**src/rtl/cpu_load_pkg.sv**
```systemverilog
// Shared load-path types: selector codes, fault causes and fetch-unit states.
// Used by the load fetch unit, the load extender and the control unit.
package cpu_load_pkg;

    localparam int XLEN = 64;

    typedef enum logic [2:0] {
        SEL_LD      = 3'd0,
        SEL_LW      = 3'd1,
        SEL_LH      = 3'd2,
        SEL_LB      = 3'd3,
        SEL_LWU     = 3'd4,
        SEL_LHU     = 3'd5,
        SEL_LBU     = 3'd6,
        SEL_ILLEGAL = 3'd7
    } load_sel_t;

    typedef enum logic [1:0] {
        FAULT_NONE     = 2'b00,
        FAULT_MISALIGN = 2'b01,
        FAULT_TIMEOUT  = 2'b10,
        FAULT_ILLEGAL  = 2'b11
    } fault_cause_t;

    typedef enum logic [1:0] {
        LFU_IDLE = 2'd0,
        LFU_REQ  = 2'd1,
        LFU_WAIT = 2'd2,
        LFU_RESP = 2'd3
    } lfu_state_t;

    function automatic logic is_illegal_sel(input logic [2:0] sel);
        return sel == SEL_ILLEGAL;
    endfunction

endpackage

```
**src/rtl/load_fetch_unit_if.sv**
```systemverilog
// Request, memory and result signals of the load fetch unit.
// The unit itself is the slave; the surrounding pipeline/memory side is the master.
interface load_fetch_unit_if;

    logic        req_valid;
    logic        req_ready;
    logic [63:0] req_addr;
    logic [2:0]  req_sel;

    logic        mem_rd;
    logic [63:0] mem_addr;
    logic [63:0] mem_rdata;
    logic        mem_ack;

    logic        ld_valid;
    logic [63:0] ld_data;
    logic [2:0]  ld_sel;
    logic        ld_fault;
    logic [1:0]  fault_cause;

    modport slave (
        input  req_valid, req_addr, req_sel, mem_rdata, mem_ack,
        output req_ready, mem_rd, mem_addr, ld_valid, ld_data, ld_sel, ld_fault, fault_cause
    );

    modport master (
        output req_valid, req_addr, req_sel, mem_rdata, mem_ack,
        input  req_ready, mem_rd, mem_addr, ld_valid, ld_data, ld_sel, ld_fault, fault_cause
    );

endinterface

```
**src/rtl/load_align_shifter.sv**
```systemverilog
// Combinational offset alignment, misalignment detection and right-justifying shift.
// MISALIGN_TRAP_EN selects trapping misaligned loads instead of forcing natural alignment.
module load_align_shifter
    import cpu_load_pkg::*;
(
    input  logic [XLEN-1:0] rdata,
    input  logic [2:0]      addr_lo,
    input  logic [2:0]      sel,
    output logic [2:0]      off,
    output logic            misalign,
    output logic [XLEN-1:0] data
);

    always_comb begin
        off      = addr_lo;
        misalign = 1'b0;
`ifdef MISALIGN_TRAP_EN
        case (sel)
            SEL_LD:          misalign = (addr_lo != 3'd0);
            SEL_LW, SEL_LWU: misalign = (addr_lo[1:0] != 2'd0);
            SEL_LH, SEL_LHU: misalign = addr_lo[0];
            default:         misalign = 1'b0;
        endcase
`else
        // Without trapping, drop the low offset bits so the access is naturally aligned.
        case (sel)
            SEL_LD:          off = 3'd0;
            SEL_LW, SEL_LWU: off = {addr_lo[2], 2'b00};
            SEL_LH, SEL_LHU: off = {addr_lo[2:1], 1'b0};
            default:         off = addr_lo;
        endcase
`endif
        data = rdata >> {off, 3'b000};
    end

endmodule

```
**src/rtl/load_fetch_unit.sv**
```systemverilog
// Sequences one data-memory read per load and returns right-justified bytes plus selector.
// Define MISALIGN_TRAP_EN to fault misaligned loads (cause 01) instead of aligning them.
module load_fetch_unit
    import cpu_load_pkg::*;
#(
    parameter int TIMEOUT = 16,
    parameter int CNT_W   = 5
) (
    input  logic             clk,
    input  logic             reset_n,
    load_fetch_unit_if.slave bus
);

    lfu_state_t   state_q, state_d;
    logic [63:3]  line_q, line_d;
    logic [2:0]   off_q, off_d;
    logic [2:0]   sel_q, sel_d;
    logic [CNT_W-1:0] cnt_q, cnt_d;
    logic [XLEN-1:0]  data_q, data_d;
    logic [2:0]   ld_sel_q, ld_sel_d;
    logic         fault_q, fault_d;
    fault_cause_t cause_q, cause_d;

    logic [2:0]      shift_addr_lo;
    logic [2:0]      shift_sel;
    logic [2:0]      shift_off;
    logic            shift_mis;
    logic [XLEN-1:0] shift_data;

    // In IDLE the shifter checks the incoming request; afterwards it shifts with the captured offset.
    assign shift_addr_lo = (state_q == LFU_IDLE) ? bus.req_addr[2:0] : off_q;
    assign shift_sel     = (state_q == LFU_IDLE) ? bus.req_sel       : sel_q;

    load_align_shifter u_shifter (
        .rdata    (bus.mem_rdata),
        .addr_lo  (shift_addr_lo),
        .sel      (shift_sel),
        .off      (shift_off),
        .misalign (shift_mis),
        .data     (shift_data)
    );

    always_ff @(posedge clk or negedge reset_n) begin
        if (!reset_n) begin
            state_q  <= LFU_IDLE;
            line_q   <= '0;
            off_q    <= '0;
            sel_q    <= '0;
            cnt_q    <= '0;
            data_q   <= '0;
            ld_sel_q <= '0;
            fault_q  <= 1'b0;
            cause_q  <= FAULT_NONE;
        end else begin
            state_q  <= state_d;
            line_q   <= line_d;
            off_q    <= off_d;
            sel_q    <= sel_d;
            cnt_q    <= cnt_d;
            data_q   <= data_d;
            ld_sel_q <= ld_sel_d;
            fault_q  <= fault_d;
            cause_q  <= cause_d;
        end
    end

    always_comb begin
        state_d  = state_q;
        line_d   = line_q;
        off_d    = off_q;
        sel_d    = sel_q;
        cnt_d    = cnt_q;
        data_d   = data_q;
        ld_sel_d = ld_sel_q;
        fault_d  = fault_q;
        cause_d  = cause_q;
        case (state_q)
            LFU_IDLE: begin
                if (bus.req_valid) begin
                    line_d = bus.req_addr[63:3];
                    off_d  = shift_off;
                    sel_d  = bus.req_sel;
                    if (is_illegal_sel(bus.req_sel)) begin
                        state_d  = LFU_RESP;
                        ld_sel_d = bus.req_sel;
                        fault_d  = 1'b1;
                        cause_d  = FAULT_ILLEGAL;
                        data_d   = '0;
                    end else if (shift_mis) begin
                        state_d  = LFU_RESP;
                        ld_sel_d = bus.req_sel;
                        fault_d  = 1'b1;
                        cause_d  = FAULT_MISALIGN;
                        data_d   = '0;
                    end else begin
                        state_d = LFU_REQ;
                    end
                end
            end
            LFU_REQ: begin
                cnt_d   = '0;
                state_d = LFU_WAIT;
            end
            LFU_WAIT: begin
                // An ack on the final wait cycle still wins over the timeout.
                if (bus.mem_ack) begin
                    state_d  = LFU_RESP;
                    ld_sel_d = sel_q;
                    fault_d  = 1'b0;
                    cause_d  = FAULT_NONE;
                    data_d   = shift_data;
                end else if (cnt_q == CNT_W'(TIMEOUT - 1)) begin
                    state_d  = LFU_RESP;
                    ld_sel_d = sel_q;
                    fault_d  = 1'b1;
                    cause_d  = FAULT_TIMEOUT;
                    data_d   = '0;
                end else begin
                    cnt_d = cnt_q + CNT_W'(1);
                end
            end
            LFU_RESP: begin
                state_d = LFU_IDLE;
            end
            default: begin
                state_d = LFU_IDLE;
            end
        endcase
    end

    assign bus.req_ready   = (state_q == LFU_IDLE);
    assign bus.mem_rd      = (state_q == LFU_REQ);
    assign bus.mem_addr    = {line_q, 3'b000};
    assign bus.ld_valid    = (state_q == LFU_RESP);
    assign bus.ld_data     = data_q;
    assign bus.ld_sel      = ld_sel_q;
    assign bus.ld_fault    = (state_q == LFU_RESP) && fault_q;
    assign bus.fault_cause = cause_q;

endmodule

```
**src/flat_wrapper.sv**
```systemverilog
// flat-port wrapper written by rule: the top's interface ports become plain ports
module load_fetch_unit_flat import cpu_load_pkg::*;
#(
    parameter int TIMEOUT = 16,
    parameter int CNT_W   = 5
)
  (clk, reset_n, bus_req_valid, bus_req_addr, bus_req_sel, bus_mem_rdata, bus_mem_ack, bus_req_ready, bus_mem_rd, bus_mem_addr, bus_ld_valid, bus_ld_data, bus_ld_sel, bus_ld_fault, bus_fault_cause);
  load_fetch_unit_if bus_i ();
  input  logic clk;
  input  logic reset_n;
  input wire logic [$bits(bus_i.req_valid)-1:0] bus_req_valid;
  input wire logic [$bits(bus_i.req_addr)-1:0] bus_req_addr;
  input wire logic [$bits(bus_i.req_sel)-1:0] bus_req_sel;
  input wire logic [$bits(bus_i.mem_rdata)-1:0] bus_mem_rdata;
  input wire logic [$bits(bus_i.mem_ack)-1:0] bus_mem_ack;
  output wire logic [$bits(bus_i.req_ready)-1:0] bus_req_ready;
  output wire logic [$bits(bus_i.mem_rd)-1:0] bus_mem_rd;
  output wire logic [$bits(bus_i.mem_addr)-1:0] bus_mem_addr;
  output wire logic [$bits(bus_i.ld_valid)-1:0] bus_ld_valid;
  output wire logic [$bits(bus_i.ld_data)-1:0] bus_ld_data;
  output wire logic [$bits(bus_i.ld_sel)-1:0] bus_ld_sel;
  output wire logic [$bits(bus_i.ld_fault)-1:0] bus_ld_fault;
  output wire logic [$bits(bus_i.fault_cause)-1:0] bus_fault_cause;
  assign bus_i.req_valid = bus_req_valid;
  assign bus_i.req_addr = bus_req_addr;
  assign bus_i.req_sel = bus_req_sel;
  assign bus_i.mem_rdata = bus_mem_rdata;
  assign bus_i.mem_ack = bus_mem_ack;
  assign bus_req_ready = bus_i.req_ready;
  assign bus_mem_rd = bus_i.mem_rd;
  assign bus_mem_addr = bus_i.mem_addr;
  assign bus_ld_valid = bus_i.ld_valid;
  assign bus_ld_data = bus_i.ld_data;
  assign bus_ld_sel = bus_i.ld_sel;
  assign bus_ld_fault = bus_i.ld_fault;
  assign bus_fault_cause = bus_i.fault_cause;
  load_fetch_unit #(.TIMEOUT(TIMEOUT), .CNT_W(CNT_W)) u_core (.clk(clk), .reset_n(reset_n), .bus(bus_i));
endmodule
```
**config.mk**
```make
export PLATFORM = sky130hd
export DESIGN_NAME = load_fetch_unit_flat
export DESIGN_NICKNAME = d
export VERILOG_FILES = /design/src/rtl/cpu_load_pkg.sv /design/src/rtl/load_fetch_unit_if.sv /design/src/rtl/load_align_shifter.sv /design/src/rtl/load_fetch_unit.sv /design/src/flat_wrapper.sv
export SDC_FILE = /design/constraint.sdc
export NUM_CORES = 1
export LEC_CHECK = 0
export ABC_AREA = 1
export CAP_MARGIN = 25
export CORE_UTILIZATION = 44
export CTS_BUF_LIST = sky130_fd_sc_hd__clkbuf_8
export DETAILED_ROUTE_END_ITERATION = 6
export GPL_ROUTABILITY_DRIVEN = 0
export HOLD_SLACK_MARGIN = 0.03
export MAX_ROUTING_LAYER = met4
export PLACE_DENSITY = 0.91
export SYNTH_ARGS = -nofsm -noshare
export SYNTH_HDL_FRONTEND = slang
export SYNTH_HIERARCHICAL = 1
export SYNTH_SLANG_ARGS = --single-unit
```
**constraint.sdc**
```tcl
create_clock -name clk -period 2.2 [get_ports clk]
set_input_delay 0.44 -clock clk [delete_from_list [all_inputs] [get_ports clk]]
set_output_delay 0.44 -clock clk [all_outputs]
set_load 0.02 [all_outputs]
```
After elaboration in Yosys (flattened, before gate mapping)
Index checks and enable logic that the tools add are counted.
- equal/unequal tests: 14
- multiplexer cells: 31
- reductions and logical operators: 11
- shift-type cells: 1
- $add $sub $neg: 1
- operators by type and width (cell ; number):
    $mux 64 ; 4
    $pmux 64 s2 ; 1
    $shr 64x6->64 ; 1
    $mux 3 ; 6
    $mux 2 ; 8
    $mux 5 ; 2
    $pmux 5 s2 ; 1
    $eq 3x3->1 const B ; 3
    $pmux 3 s3 ; 1
    $pmux 2 s4 ; 1
    $ne 2x2->1 const B ; 3
    $pmux 3 s2 ; 1
    $add 5x1->5 const B ; 1
    $eq 5x4->1 const B ; 1
    $eq 2x2->1 const B ; 2
    $mux 1 ; 4
    $pmux 2 s2 ; 1
    $reduce_and 2->1 ; 2
    $reduce_and 4->1 ; 1
    $reduce_bool 2->1 ; 2
    $reduce_or 2->1 ; 2
    $eq 3x1->1 const B ; 1
    $eq 3x2->1 const B ; 1
    $logic_not 3->1 ; 1
    other kinds (7) ; 7
- flip-flop bits (word level): 144
- bits of input ports: 135
- word-level logic and storage cells: 67
- output and inout port bits: 137

Logic depth before layout (Yosys ltp)
Gate-level depths: netlist (run 1).
- depth in word-level cells: 8
- mapped depth: 18
- gate-level depth less buffers: 16

By module
The synthesis (run 1) kept the hierarchy.
- by module, submodules not included (module ; seq. area each (um^2) ; instances ; area an instance (um^2) ; cells an instance):
    load_fetch_unit ; 3603.5 ; 1 ; 7014.2 ; 754
    load_align_shifter ; 0.0 ; 1 ; 1978.1 ; 435

Worst setup path before layout (run 1)
OpenSTA, ideal clock, no wires.
- path type: flip-flop to flip-flop
- start: register u_core.state_q[0]
- end: register u_core.data_q[1] (netlist: u_core/bus.ld_data[1])
- arrival: 2388 ps
- setup slack: -253 ps
- stages on the path, launching flop included: 18
- cells stage by stage: dfrtp_1 -> inv_1 -> ha_1 -> buf_6 -> inv_8 -> o21ai_0 -> nand2_1 -> inv_2 -> buf_4 -> buf_2 -> nand3_1 -> nand3_1 -> nand3_1 -> nand2_1 -> inv_1 -> nor2_1 -> nand3_1 -> nand2_1
- word-level cells in the longest chain between the ends: 8
- elaborated cells on any way between the ends: 20
- classes of those cells: eq/ne (8); shift (1); mux (5); reduce/logical (6)
- ends and longest elaborated chain (item ; line ; source):
    from (decl) ; load_fetch_unit.sv:14 ; lfu_state_t state_q, state_d;
    from (signal assigned) ; load_fetch_unit.sv:55 ; state_q <= state_d;
    $logic_not 2->1 * ; - ;
    via bus_req_ready ; flat_wrapper.sv:16 ; output wire logic [$bits(bus_i.req_ready)-1:0] bus_req_ready;
    $mux 3 * ; load_fetch_unit.sv:32 ; assign shift_sel = (state_q == LFU_IDLE) ? bus.req_sel : sel_q;
    via u_core.shift_sel[1] ; load_fetch_unit.sv:25 ; logic [2:0] shift_sel;
    $eq 3x2->1 (tied with other cells) ; load_align_shifter.sv:26 ; case (sel)
    $reduce_or 2->1 ; load_align_shifter.sv:26 ;
    $pmux 3 s3 * ; load_align_shifter.sv:26 ;
    $shr 64x6->64 * ; load_align_shifter.sv:33 ; data = rdata >> {off, 3'b000};
    via u_core.shift_data[1] ; load_fetch_unit.sv:28 ; logic [XLEN-1:0] shift_data;
    $mux 64 * ; load_fetch_unit.sv:106 ; if (bus.mem_ack) begin
    $pmux 64 s2 * ; load_fetch_unit.sv:77 ; case (state_q)
    to (signal assigned) ; load_fetch_unit.sv:60 ; data_q <= data_d;
    to (decl) ; load_fetch_unit.sv:19 ; logic [XLEN-1:0] data_q, data_d;
Mark *: on every way through the listed nets, which the timed path passes. The rest lies on a longest branch.
A chain may end at the register's enable or synchronous reset.

Worst setup path in the final report (run 1)
- start: register u_core.state_q[0]
- end: register u_core.data_q[35] (netlist: u_core/bus.ld_data[35])
- word-level cells in the longest chain between the ends: 8
- elaborated cells on any way between the ends: 20
- classes of those cells: eq/ne (8); shift (1); mux (5); reduce/logical (6)
- ends and longest elaborated chain (item ; line):
    $logic_not 2->1 * ; load_fetch_unit.sv:32
    $mux 3 * ; load_fetch_unit.sv:32
    via u_core.shift_sel[1] ; load_fetch_unit.sv:25
    $eq 3x2->1 (tied with other cells) ; load_align_shifter.sv:26
    $reduce_or 2->1 ; load_align_shifter.sv:26
    $pmux 3 s3 * ; load_align_shifter.sv:26
    $shr 64x6->64 * ; load_align_shifter.sv:33
    via u_core.shift_data[35] ; load_fetch_unit.sv:28
    $mux 64 * ; load_fetch_unit.sv:106
    $pmux 64 s2 * ; load_fetch_unit.sv:77
Marked as above.

==> results of run 1 <==
## worst max-delay path by stage
stage / endpoint / cells past startpoint
5_1_grt: u_core/bus.ld_data[35] / 16
6_report: u_core/bus.ld_data[35] / 16
4_1_cts: u_core/bus.ld_data[46] / 16
2_1_floorplan: u_core/bus.ld_data[34] / 17
3_5_place_dp: u_core/bus.ld_data[54] / 14
3_3_place_gp: u_core/bus.ld_data[2] / 14
## through the flow
step	setup TNS (ps)	area, um^2	hold slack (ps)	worst slack (ps)
after floorplan	0	9030	144	7.37
after global placement	-17570	12100	460	-331
after detailed placement	-22270	12100	464	-404
after CTS	-0.756	12800	511	-0.756
after global routing	-10770	13500	524	-473
final	-5930	13500	509	-461
## what timing repair did
item                       CTS  global route
setup endpoints to repair   67            64
gates resized for setup     34            88
hold buffers                 1             0
hold endpoints to repair    52             0
cloned                       5            11
buffers inserted             5            10
pin swaps                    8            27
## cells in the final DEF, fill, tap and decap left out, types with 11 or more instances in the layout
master	netlist	routed
buf_12	0	17
buf_4	14	44
buf_6	11	11
clkbuf_8	0	17
clkdlybuf4s50_1	0	263
dfrtp_1	144	144
inv_1	150	145
mux2_2	64	64
nand2_1	242	225
nand2_2	7	20
nand3_1	275	236
nand3_2	1	39
nor2_1	96	83
nor2_2	2	14
o21bai_1	70	70
## logic make-up (layout without fill, tap and decap cells)
group,after synthesis,in the layout
fa+ha+maj,6,6
compound gates,88,88
simple gates,641,641
buf+inv,244,542
other cells,2,6
flops,144,144
mux,64,64
## sequential cells by signal, indices dropped and copies added, names as in the netlist
signal,count
u_core/fault_q,1
u_core/sel_q,3
u_core/bus.fault_cause,2
u_core/bus.ld_sel,3
u_core/state_q,2
u_core/bus.ld_data,64
u_core/line_q,61
u_core/off_q,3
u_core/cnt_q,5
## where the power goes
group	switching (mW)	internal [mW]	total, mW	leakage [nW]
sequential	0.839	3.92	4.76	1.84
clock	1.22	1.16	2.38	0.219
combinational	8.47	6.15	14.6	4.55
total	10.5	11.2	21.8	6.61
## routing by layer
metal	share of wire (%)	global-route usage, %	routed length [um]	vias to the layer above
met5	0	-	0	-
met1	33	35.4	12400	4774
li1	-	-	-	4393
met3	14	7.80	5290	350
met4	7.5	14.7	2810	0
met2	45	51.2	17100	1031
## layout make-up
| cell class | count | area (um^2) | share of cell area [%] |
|---|---|---|---|
| multi-input combinational | 803 | 4670 | 34.6 |
| timing repair buffer | 355 | 3830 | 28.5 |
| sequential | 144 | 3600 | 26.7 |
| inverter | 155 | 597 | 4.43 |
| tap | 265 | 332 | 2.46 |
| clock buffer | 17 | 234 | 1.74 |
| clock inverter | 15 | 201 | 1.50 |
| antenna | 2 | 5.00 | 0.0371 |
## worst max-delay path, cell delays in order (launching register included)
cell and delay [ps]:
dfrtp_1 400, inv_2 80, ha_4 180, inv_8 60
o21ai_4 190, nand2_2 110, clkinv_4 110, buf_4 130
buf_12 170, nand3_2 150, nand3_2 130, nand2_1 100
nor2_2 320, inv_1 110, nor2_1 150, nand3_1 110
nand2_1 100
## Yosys cell counts, drive strengths merged
| cell type | count | share of area (%) |
|---|---|---|
| nand3 | 276 | 15 |
| nand2 | 249 | 11 |
| inv | 155 | 6.6 |
| dfrtp | 144 | 40 |
| nor2 | 99 | 4.3 |
| buf | 78 | 5.5 |
| o21bai | 70 | 5.8 |
| mux2 | 64 | 8.0 |
| o21ai | 15 | 0.88 |
| clkbuf | 11 | 0.46 |
| nand4 | 7 | 0.49 |
| ha | 6 | 0.83 |
| nor3 | 6 | 0.33 |
| a21oi | 3 | 0.42 |
| or2 | 3 | 0.21 |
| conb | 2 | 0.084 |
| and2 | 1 | 0.070 |
==> results.sh, run 1 <==
export IMPL_crit_path_start_kind="flop"
export IMPL_peakVddDrop_mv=0.885
export IMPL_core_area_mm2=0.0197
export IMPL_clock_latency_ps=480
export IMPL_wirelength_um=37600
export IMPL_dieHeight_um=145
export IMPL_synth_compound_area_share_pct=7.14
export IMPL_antenna_left=0
export IMPL_p_leak_nw=6.61
export IMPL_synth_avg_cell_area_um2=7.56
export IMPL_finalCoreUtilization_pct=68.3
export IMPL_die_area_mm2=0.0210
export IMPL_ys_seq_area_share_pct=40.1
export IMPL_r2r_start="u_core/state_q[0]"
export IMPL_start_util_pct=45.6
export IMPL_fin_crit_sh_pct=121
export IMPL_slew_headroom_pct=59.7
export IMPL_ios=272
export IMPL_p_total_mw=21.8
export IMPL_port_buffers=268
export IMPL_grt_pass1_wl_um=49900
export IMPL_violations="design-rule violations, negative setup slack"
export IMPL_die_x_um=145
export IMPL_power_per_cell_area_mw_per_mm2=1610
export IMPL_worst_path_max_fanout=14
export IMPL_cp_arrival_ps=3070
export IMPL_h_tree_depth=4
export IMPL_synthSimpleGateAreaFrac_pct=31.4
export IMPL_fin_cells=1756
export IMPL_synth_distinct_cells=29
export IMPL_post_place_cells=1691
export IMPL_drive_gt1_share_pct=19.5
export IMPL_worst_slew_pin_slew_ps=604
export IMPL_hold_depth=1
export IMPL_drc=83
export IMPL_synth_top_family_by_area="simple AND/OR/NAND/NOR gates"
export IMPL_ys_warnings_count=6
export IMPL_hp_start="u_core/line_q[42]"
export IMPL_first_pass_iters=7
export IMPL_grt_use_total_pct=31.1
export IMPL_clock_fmax_ghz=0.376
export IMPL_finalMaxSlewViolations=0
export IMPL_grt_max_degree=74
export IMPL_syn_cell_area_mm2=0.00899
export IMPL_syn_inst=1189
export IMPL_cts_buffers=17
export IMPL_endpoint_kind="flop"
export IMPL_vias=10500
export IMPL_areaGrowthSynthToFinish_pct=49.8
export IMPL_via_per_inst=6.01
export IMPL_path_clk_slew_ps=100
export IMPL_dpl_hpwl_um=21100
export IMPL_synthAdderAreaFrac_pct=0.835
export IMPL_status="finished with violations"
export IMPL_ys_ff_latch=144
export IMPL_grt_pass1_vias=9360
export IMPL_grt_setup_unrepaired="yes"
export IMPL_antenna_found_initial=2
export IMPL_muxShareOfSynthArea_pct=8.01
export IMPL_grt_ovfl_total=0
export IMPL_cts_buffer_depth=2
export IMPL_worstPathRequired_ps=2610
export IMPL_wire_per_inst_um=21.4
export IMPL_fillCellCount=1334
export IMPL_path_class="flop to flop"
export IMPL_hold_path_class="flop to flop"
export IMPL_cts_root_buf="clkbuf_8"
export IMPL_clock_sinks=144
export IMPL_worstReg2RegEnd="u_core/bus.ld_data[35]"
export IMPL_finalClockSkew_ps=25.9
export IMPL_setup_viol=57
export IMPL_reg2reg_slack_ps=-460
export IMPL_min_to="u_core/line_q[42]"
export IMPL_cts_tree="yes"
export IMPL_critPathLaunch="u_core/state_q[0]"
export IMPL_worst_r2r_path_depth=16
export IMPL_fp_row_count=51
export IMPL_synth_xor_area_share_pct=0
export IMPL_period_needed_ps=2660
export IMPL_cap_violations=0
export IMPL_drt_initial_drc_count=1995
export IMPL_setup_slack_ps=-461
export IMPL_hold_viol=0
export IMPL_nNetsFinal=1617
Power figures use the tool's default switching activity.
==> run 2: changes to the inputs <==
--- a/config.mk
+++ b/config.mk
@@ -10,7 +10,6 @@
 export CORE_UTILIZATION = 44
 export CTS_BUF_LIST = sky130_fd_sc_hd__clkbuf_8
 export DETAILED_ROUTE_END_ITERATION = 6
-export GPL_ROUTABILITY_DRIVEN = 0
 export HOLD_SLACK_MARGIN = 0.03
 export MAX_ROUTING_LAYER = met4
 export PLACE_DENSITY = 0.91
==> run 2 against run 1 <==
The flow still finishes with violations (design-rule violations, negative setup slack). Largest power group unchanged. Sequential cell count stayed put. Non-clock buffer count is 1 higher. Count of clock-buffer cells in the layout stayed put. Core utilization is 1.5 points higher. Highest routed layer unchanged. Worst setup slack better by 210 ps. Largest cell class unchanged. Clock power is 2% higher.
==> results.sh, run 2 (same netlist as run 1, synthesis figures left out) <==
export IMPL_status="finished with violations"
export IMPL_violations="design-rule violations, negative setup slack"
export IMPL_cp_cell_sequence="inv_2 > ha_4 > inv_6 > o21ai_4 > inv_2 > nand2_4 > buf_12 > buf_12 > nand3_1 > nand3_2 > nand3_2 > nand2_1 > inv_1 > nor2_1 > nand3_1 > nand2_1"
export IMPL_nNetsFinal=1619
export IMPL_wirelength_um=35200
export IMPL_grt_setup_unrepaired="yes"
export IMPL_path_class="flop to flop"
export IMPL_path_clk_slew_ps=120
export IMPL_period_needed_ps=2450
export IMPL_tns_ps=-4930
export IMPL_drt_initial_drc_count=1600
export IMPL_hold_path_class="primary input to async pin"
export IMPL_areaGrowthSynthToFinish_pct=53.0
export IMPL_setup_slack_ps=-250
export IMPL_antenna_left=0
export IMPL_h_tree_depth=4
export IMPL_die_x_um=145
export IMPL_slowest_delay_ps=390
export IMPL_dpl_hpwl_um=21300
export IMPL_cp_num_buf_inv=6
export IMPL_wl_met1_um=12300
export IMPL_grt_ovfl_total=0
export IMPL_endpoint_kind="flop"
export IMPL_via_per_inst=5.82
export IMPL_first_pass_iters=7
export IMPL_wl_met3_um=4190
export IMPL_critPathSlowestCell="dfrtp_1"
export IMPL_dp_slack_ps=-410
export IMPL_cp_arrival_ps=2860
export IMPL_hold_viol=0
export IMPL_finalMaxSlewViolations=0
export IMPL_p_total_mw=22.2
export IMPL_largest_reg_flops=64
export IMPL_cts_buffer_depth=2
export IMPL_wl_met2_um=16600
export IMPL_peakVddDrop_mv=0.835
export IMPL_place_congestion=0.953
export IMPL_cap_violations=0
export IMPL_start_util_pct=45.6
export IMPL_ios=272
export IMPL_vias=10200
export IMPL_core_area_mm2=0.0197
export IMPL_grt_pass1_wl_um=48400
export IMPL_final_common_cell="clkdlybuf4s50_1"
export IMPL_top_layer="met4"
export IMPL_dieHeight_um=145
export IMPL_grt_use_total_pct=29.9
export IMPL_worstPathRequired_ps=2610
export IMPL_crit_family="simple AND/OR/NAND/NOR gates"
export IMPL_clock_latency_ps=470
export IMPL_fin_crit_sh_pct=111
export IMPL_cp_num_cells=16
export IMPL_drive_gt1_share_pct=21.9
export IMPL_wire_per_inst_um=20.0
export IMPL_final_cell_mix="clkdlybuf4s50_1, nand3_1, nand2_1"
export IMPL_drc=90
export IMPL_finalClockSkew_ps=27.5
export IMPL_antenna_found_initial=1
export IMPL_die_area_mm2=0.0210
export IMPL_fp_row_count=51
export IMPL_worst_r2r_path_depth=16
export IMPL_grt_pass1_vias=9208
export IMPL_clock_fmax_ghz=0.408
export IMPL_cts_root_buf="clkbuf_8"
export IMPL_setup_viol=62
export IMPL_cts_buffers=17
export IMPL_grt_max_degree=74
export IMPL_p_leak_nw=6.67
export IMPL_power_per_cell_area_mw_per_mm2=1610
export IMPL_cts_tree="yes"
export IMPL_crit_path_start_kind="flop"
export IMPL_port_buffers=268
export IMPL_worst_path_max_fanout=21
export IMPL_clock_sinks=144
-- run 2: cell count changes in the layout (fill, tap and decap cells not counted), sizes merged --
cell,before,now
clkinv,6,7
bufbuf,2,0
diode,2,1
clkinvlp,1,0
clkbuf,26,27
inv,160,161
buf,77,79
-- run 2: worst reg2reg max path, cell delays in order (launching register included) --
cell and delay, ps:
dfrtp_1 390, inv_2 90, ha_4 220, inv_6 60, o21ai_4 190, inv_2 70
nand2_4 100, buf_12 140, buf_12 170, nand3_1 200, nand3_2 170, nand3_2 190
nand2_1 120, inv_1 40, nor2_1 100, nand3_1 80, nand2_1 70
-- run 2: layout make-up --
| type | count | area (um^2) |
|---|---|---|
| flip-flops and latches | 144 | 3600 |
| diodes | 1 | 2.50 |
| clock buffers | 17 | 234 |
| fillers | 1343 | 5960 |
| well taps | 265 | 332 |
| clock inverters | 15 | 218 |
| inverters | 155 | 599 |
| multi-input cells | 803 | 4840 |
| repair inverters | 1 | 8.76 |
| repair buffers | 356 | 3920 |
-- run 2: where the power goes --
part | internal, mW | switching [mW]
Sequential | 3.92 | 0.817
Combinational | 6.56 | 8.45
Clock | 1.18 | 1.24
Total | 11.7 | 10.5
-- run 2: worst paths after layout --
kind	slack, ps	end	from
max	-250	u_core/bus.ld_data[11]	u_core/state_q[1]
min	460	u_core/bus.ld_data[31]	reset_n
max reg2reg	-250	u_core/bus.ld_data[11]	u_core/state_q[1]
min reg2reg	500	u_core/cnt_q[4]	u_core/cnt_q[4]
max in group asynchronous	1040	u_core/state_q[0]	reset_n
min in group clk	500	u_core/cnt_q[4]	u_core/cnt_q[4]
-- run 2: what timing repair did --
| item | in CTS | in global routing |
|---|---|---|
| gates cloned | 2 | 11 |
| setup endpoints to repair | 56 | 64 |
| pin swaps | 3 | 63 |
| gates resized for setup | 20 | 156 |
| hold buffers | 1 | 0 |
| setup buffers | 0 | 13 |
| endpoints found under the hold margin | 37 | 0 |
-- run 2: stage by stage --
stage	cells	hold WS [ps]	util, %	area, um^2
after floorplan	1191	144	-	9030
after global placement	1697	398	61.9	12200
after detailed placement	1697	406	61.9	12200
after CTS	1732	464	64.8	12800
after global routing	1757	451	69.8	13800
final	1757	463	69.8	13800
-- run 2: layer usage --
layer	global-route usage (%)	vias up
met5	-	-
met1	35.2	4721
li1	-	4387
met2	49.6	862
met4	12.7	0
met3	6.19	261
